<file path="src/rtl/delta_stress_tracker.sv">
// delta_stress_tracker
//   Compares each qualified stress-status sample against the previous accepted
//   sample. It reports fall/rise pulses, the change magnitude, a saturating run
//   length of "equal" comparisons, a stable flag and a held trend direction.
//   A change whose magnitude is at most DEADBAND counts as equal.
//
// Ports
//   clk          rising-edge clock
//   reset        asynchronous active-low reset
//   clear        synchronous restart; takes priority over sample_valid
//   sample_valid status carries a new sample this cycle
//   status       unsigned stress sample, WIDTH bits
//   decreased    1-cycle pulse: last sample fell by more than DEADBAND
//   increased    1-cycle pulse: last sample rose by more than DEADBAND
//   stable       stable_count >= STABLE_LEN
//   delta        |status - prev| of the last comparison
//   stable_count saturating run of equal comparisons
//   trend        00 UNKNOWN, 01 FALLING, 10 RISING, 11 STABLE
module delta_stress_tracker #(
   parameter int WIDTH      = 3,
   parameter int STABLE_LEN = 2,
   parameter int DEADBAND   = 0,
   parameter int CNT_W      = 4
) (
   input  logic             clk,
   input  logic             reset,
   input  logic             clear,
   input  logic             sample_valid,
   input  logic [WIDTH-1:0] status,
   output logic             decreased,
   output logic             increased,
   output logic             stable,
   output logic [WIDTH-1:0] delta,
   output logic [CNT_W-1:0] stable_count,
   output logic [1:0]       trend
);

   typedef enum logic [1:0] {
      T_UNKNOWN = 2'b00,
      T_FALLING = 2'b01,
      T_RISING  = 2'b10,
      T_STABLE  = 2'b11
   } trend_e;

   localparam logic [WIDTH:0]   DB      = (WIDTH+1)'(DEADBAND);
   localparam logic [CNT_W-1:0] SL      = CNT_W'(STABLE_LEN);
   localparam logic [CNT_W-1:0] CNT_MAX = '1;

   logic [WIDTH-1:0] prev_q, prev_d;
   logic             have_q, have_d;
   logic             dec_q, dec_d;
   logic             inc_q, inc_d;
   logic             stable_q, stable_d;
   logic [WIDTH-1:0] delta_q, delta_d;
   logic [CNT_W-1:0] cnt_q, cnt_d;
   trend_e           trend_q, trend_d;

   // One extra bit makes the difference exact across the full unsigned range,
   // so 0 -> max and max -> 0 never wrap.
   logic signed [WIDTH:0] diff, diff_neg;
   logic        [WIDTH:0] mag;

   always_comb begin
      diff     = $signed({1'b0, status}) - $signed({1'b0, prev_q});
      diff_neg = -diff;
      mag      = diff[WIDTH] ? $unsigned(diff_neg) : $unsigned(diff);
   end

   always_comb begin
      prev_d   = prev_q;
      have_d   = have_q;
      dec_d    = 1'b0;
      inc_d    = 1'b0;
      stable_d = stable_q;
      delta_d  = delta_q;
      cnt_d    = cnt_q;
      trend_d  = trend_q;

      if (clear) begin
         prev_d   = '0;
         have_d   = 1'b0;
         stable_d = 1'b0;
         delta_d  = '0;
         cnt_d    = '0;
         trend_d  = T_UNKNOWN;
      end else if (sample_valid) begin
         prev_d = status;
         have_d = 1'b1;
         // The first sample after restart only seeds the reference.
         if (have_q) begin
            delta_d = mag[WIDTH-1:0];
            if (mag <= DB) begin
               cnt_d    = (cnt_q == CNT_MAX) ? cnt_q : cnt_q + 1'b1;
               stable_d = (cnt_d >= SL);
               if (stable_d) trend_d = T_STABLE;
            end else if (diff[WIDTH]) begin
               dec_d    = 1'b1;
               cnt_d    = '0;
               stable_d = 1'b0;
               trend_d  = T_FALLING;
            end else begin
               inc_d    = 1'b1;
               cnt_d    = '0;
               stable_d = 1'b0;
               trend_d  = T_RISING;
            end
         end
      end
   end

   always_ff @(posedge clk or negedge reset) begin
      if (!reset) begin
         prev_q   <= '0;
         have_q   <= 1'b0;
         dec_q    <= 1'b0;
         inc_q    <= 1'b0;
         stable_q <= 1'b0;
         delta_q  <= '0;
         cnt_q    <= '0;
         trend_q  <= T_UNKNOWN;
      end else begin
         prev_q   <= prev_d;
         have_q   <= have_d;
         dec_q    <= dec_d;
         inc_q    <= inc_d;
         stable_q <= stable_d;
         delta_q  <= delta_d;
         cnt_q    <= cnt_d;
         trend_q  <= trend_d;
      end
   end

   assign decreased    = dec_q;
   assign increased    = inc_q;
   assign stable       = stable_q;
   assign delta        = delta_q;
   assign stable_count = cnt_q;
   assign trend        = trend_q;

endmodule
</file>
<file path="config.mk">
export PLATFORM = sky130hd
export DESIGN_NAME = delta_stress_tracker
export DESIGN_NICKNAME = d
export VERILOG_FILES = /design/src/rtl/delta_stress_tracker.sv
export SDC_FILE = /design/constraint.sdc
export NUM_CORES = 1
export LEC_CHECK = 0
export BUFFER_PORTS_ARGS = -buffer_cell sky130_fd_sc_hd__buf_4
export CAP_MARGIN = 5
export CORE_MARGIN = 2
export CORE_UTILIZATION = 25
export CTS_CLUSTER_DIAMETER = 50
export DETAILED_ROUTE_END_ITERATION = 7
export HOLD_SLACK_MARGIN = 0.02
export PLACE_DENSITY_LB_ADDON = 0.2
export RECOVER_POWER = 100
export SYNTH_ARGS = -nofsm -noshare
export SYNTH_HDL_FRONTEND = slang
export SYNTH_SLANG_ARGS = --single-unit
</file>
<file path="constraint.sdc">
create_clock -name clk -period 2.1 [get_ports clk]
set_input_delay 0.21 -clock clk [delete_from_list [all_inputs] [get_ports clk]]
set_output_delay 0.21 -clock clk [all_outputs]
set_load 0.02 [all_outputs]
</file>
# After elaboration in Yosys (flattened, before gate mapping)
# Cells that the tools add are included.
[word_totals]
elab_cells = 52
output_inout_bits = 12
inputBits = 7
ff_bits = 16
[classes]
muxes = 33
addsub = 3
n_eq_ne = 2
order_cmp = 2
n_reduce_logical = 4
[op_table]
columns = ["op", "count"]
rows = [
  ["$mux 4", 6],
  ["$mux 1", 16],
  ["$mux 3", 5],
  ["$mux 2", 6],
  ["$add 4x1->4 const B", 1],
  ["$eq 4x4->1 const B", 1],
  ["$ge 4x2->1 const B", 1],
  ["$le 4x1->1 const B", 1],
  ["$neg 4->4", 1],
  ["$reduce_bool 2->1", 2],
  ["$sub 3x3->4", 1],
  ["$ne 3x2->1 const B", 1],
  ["$reduce_and 3->1", 1],
  ["$reduce_and 2->1", 1],
]

# Depth between registers and ports, before layout
[logic_depth]
ltp_word = 8
mapped_depth = 9
mapped_depth_nobuf = 9

# Worst setup path after synthesis
# Ideal clock, no wire load.
[synth_path]
path_kind = "register -> register"
from = "register prev_q[0]"
to = "register cnt_q[2] (netlist: stable_count[2])"
path_stages_with_launch = 8
required_ps = 2013
period_less_slack_ps = 2089
path_slack_ps = 11
n_path_buf = 0
setup_time_ps = 87
t_arrival_ps = 2002
cell_sequence = "dfrtp_1 ha_1 fa_1 ha_1 a21boi_0 o311a_4 o21ai_2 a211oi_2"
[synth_via]
elab_chain_cells = 8
[synth_rtl]
columns = ["item", "line_no", "text"]
rows = [
  ["from (decl)", "49", "logic [WIDTH-1:0] prev_q, prev_d;"],
  ["from (signal assigned)", "122", "prev_q <= prev_d;"],
  ["$sub 3x3->4 (*)", "64", "diff = $signed({1'b0, status}) - $signed({1'b0, prev_q});"],
  ["$neg 4->4", "65", "diff_neg = -diff;"],
  ["$mux 4 (*)", "66", "mag = diff[WIDTH] ? $unsigned(diff_neg) : $unsigned(diff);"],
  ["$le 4x1->1 (*)", "92", "if (mag <= DB) begin"],
  ["$mux 4 (*)", "92", ""],
  ["$mux 4 (*)", "90", "if (have_q) begin"],
  ["$mux 4 (*)", "86", "end else if (sample_valid) begin"],
  ["$mux 4 (*)", "79", "if (clear) begin"],
  ["to (signal assigned)", "128", "cnt_q <= cnt_d;"],
  ["to (decl)", "55", "logic [CNT_W-1:0] cnt_q, cnt_d;"],
]
# Mark *: on every way between the ends. The rest lies on a longest branch, timed or not. The select of a mux whose other input is x is not followed.
# A chain may end at the register's enable or synchronous reset.

# Worst setup path in the final report
[layout_path]
from = "register prev_q[0]"
to = "register trend_q[1] (netlist: trend[1])"
[layout_via]
elab_chain_cells = 8
elab_cells_between_ends = 11
cone_classes = "add/sub (2); order compare (1); eq/ne (1); mux (6); reduce/logical (1)"
[layout_rtl]
columns = ["item", "line_no", "text"]
rows = [
  ["$sub 3x3->4 (*)", "64", ""],
  ["$neg 4->4", "65", ""],
  ["$mux 4", "66", ""],
  ["$le 4x1->1", "92", ""],
  ["$mux 2", "92", ""],
  ["$mux 2", "90", ""],
  ["$mux 2", "86", ""],
  ["$mux 2", "79", ""],
  ["to (signal assigned)", "129", "trend_q <= trend_d;"],
  ["to (decl)", "56", "trend_e trend_q, trend_d;"],
]
# Marked as above.

==> flow_summary.toml <==
[critical_path]
end_kind = "flip-flop"
rr_worst_depth = 7
critical_path.cell_chain = "ha_4 > fa_1 > ha_2 > a21boi_4 > o311a_4 > a21oi_2 > o21a_1"
cp-startpoint = "prev_q[0]"
path_max_fanout = 8
crit_required_ps = 2290
r2r_slack_ps = -40
cp-start-kind = "flip-flop"
reg2reg_to = "trend[1]"
reg2reg_from = "prev_q[0]"
worstPathArrival_ps = 2330
slowest_delay_ps = 500
critPathKind = "reg2reg"
critical-path-slowest-cell = "fa_1"

[place]
dp.final_hpwl_um = 1610
placed_area_um2 = 1180
io_buffers = 18
gp_congestion = 0.720
post-place-cells = 167

[floorplanning]
die_area_um2 = 4500
die-height_um = 67.1
io_pins = 19
die_w_um = 67.1
coreArea_um2 = 3740
num_rows = 22
start_util_pct = 26.6

[routing]
wl_um = 2240
remaining_drc_errors = 0
drt_iter0_markers = 39
drt-wirelength-per-cell_um = 13.0
vias_per_cell = 4.68
drt-pass1-iter-count = 4
ant_nets = 0
vias = 805

[finish]
nNetsFinal = 139
final_area_um2 = 1250
n_antenna_cell = 0
num-fill-cells = 404
final_core_util_pct = 33.3
final_cells = 172
drive_gt1_share_pct = 23.4
syn_to_final_growth_pct = 25.4

[timing]
max_freq_mhz = 468
setup_ws_ps = -36.6
finalHoldViolCount = 0
final-max-slew-violation-count = 0
fin_crit_sh_pct = 102
maxSlewHeadroom_pct = 39.8
clock_skew_ps = 1.92
layout_min_cycle_time_ps = 2140
setup_tns_ps = -113
tightest_slew_ps = 904
finalSetupViolations = 6
rsz0062_at_grt = "true"

[synth]
synth.most_common_cell = "dfrtp_1"
synth_top_area_cell = "dfrtp_1"
yosysUniqueCellTypes = 35
syn_nets = 115
synthFlopType = "dfrtp_1"
synth_commonest_cells = "dfrtp_1 (16), nor2_1 (10), a21oi_1 (9), nand2_1 (9)"
postSynth.asyncResetShare_pct = 100
ys_seq_area_share_pct = 40.3
synth_area_um2 = 995
netlist_top_cells_area = "dfrtp_1 (40%), ha_1 (7.5%), a21oi_1 (4.5%)"
synth.avg_cell_area_um2 = 9.85
synthCells = 101
yosys_register_bits = 16
synth_edf_count = 0
ys.warnings.count = 0
yosys.area.top_type_share_pct = 40.3

[pwr]
p_sw_share_pct = 28.6
power_frac_clock_pct = 34.8
finalPower_uw = 805
switchingPower_uw = 230
p_int_uw = 575
p_comb_share_pct = 24.4
power_density_nw_per_um2 = 646
irDropWorstVdd_mv = 0.183
p_seq_share_pct = 40.8
total_leakage_power_uw = 0.000539

[global_route]
grt_pass1_vias = 760
grt_usage_pct = 10.9
grt_pass1_wl_um = 3620
grt_max_degree = 20
antenna_found_initial = 0
grt-ovfl-total = 0

[clocking]
clkTransAtPathRegs_ps = 70
clk_path_buf_depth = 2
clockRootBuffer = "clkbuf_8"
cts_tree = "yes"
clkSinkCount = 16
cts-htree-levels = 1
insertion_delay_ps = 250
postCtsSetupBuffers = 0
numCtsBuffers = 3

[job]
max_cap_violations = 0

[min_path]
min_to = "prev_q[2]"
min_path_cells = 3
min_path_type = "in2reg"
holdCritStartpoint = "status[2]"

[outcome]
status = "finished with violations"
violations = "setup timing"
[layout make-up]
| cell class | count | area [µm²] | share of cell area, % |
|---|---|---|---|
| tap | 48 | 60.1 | 4.81 |
| inverter | 6 | 22.5 | 1.81 |
| clock buffer | 4 | 55.1 | 4.41 |
| multi-input combinational | 74 | 572 | 45.8 |
| sequential | 16 | 400 | 32.1 |
| timing repair buffer | 24 | 138 | 11.0 |
[registers in the layout, indices dropped and copies added (netlist names)]
register      count
stable_count      4
delta             3
trend             2
decreased         1
prev_q            3
have_q            1
increased         1
stable            1
[kinds of logic after synthesis]
family | share of synthesized area (%)
buf+inv | 7.04
fa+ha+maj | 9.56
xor+xnor | 2.52
flops | 40.3
simple gates | 19.1
mux | 4.03
compound gates | 17.5
[power by group through the flow]
stage                     combinational [µW]  sequential, µW  clock, µW
after CTS                                202             329        285
after global placement                   180             334          0
after global routing                     214             330        304
after detailed placement                 183             334          0
after floorplan                          109             343          0
final                                    197             329        280
[placed cells by master (no fill, tap or decap), types with 2 or more instances in the layout]
cell type  count
buf_4         11
nor3_1         2
and3_1         2
dfrtp_1       16
o21ai_0        2
clkbuf_8       4
inv_1          5
nor2_1        10
clkbuf_1      12
nand2_1        9
nand3b_1       4
nand2b_1       2
o21a_1         2
a21oi_2        2
nor4_2         2
ha_1           4
mux2i_1        4
a21oi_1        9
[repair_timing]
item | CTS | global route
endpoints found under the setup margin | 9 | 9
pin swaps | 3 | 1
hold buffers | 1 | 0
hold endpoints to repair | 16 | 0
gates resized for setup | 9 | 2
[worst max-delay path: cells and delay by family (launching register included)]
family | cells | cell delay (ps)
AOI/OAI and AO/OA | 4 | 780
adders and majority gates | 3 | 880
DFF | 1 | 410
[worst max path at each step]
| stage | endpoint | slack [ps] | depth (start not counted) |
|---|---|---|---|
| global route | stable_count[2] | -140 | 7 |
| global placement | trend[1] | -60 | 8 |
| detailed placement | trend[1] | -130 | 8 |
| finish | trend[1] | -40 | 7 |
| CTS | increased | -50 | 6 |
| floorplan | stable_count[2] | 10 | 7 |
[routing by layer]
layer,up-vias,share of wire [%],GRT usage [%]
met3,5,4.2,1.69
li1,398,-,-
met2,21,46,17.0
met5,-,0,0
met4,0,2.1,6.12
met1,381,48,14.2
[through the flow]
step / setup slack, ps / hold WS, ps
3_5_place_dp: -128 / 88.8
5_1_grt: -141 / 207
2_1_floorplan: 11.2 / -85.6
4_1_cts: -45.9 / 209
3_3_place_gp: -56.0 / 84.2
6_report: -36.6 / 208
No activity file was read; power rests on OpenSTA's default activity.
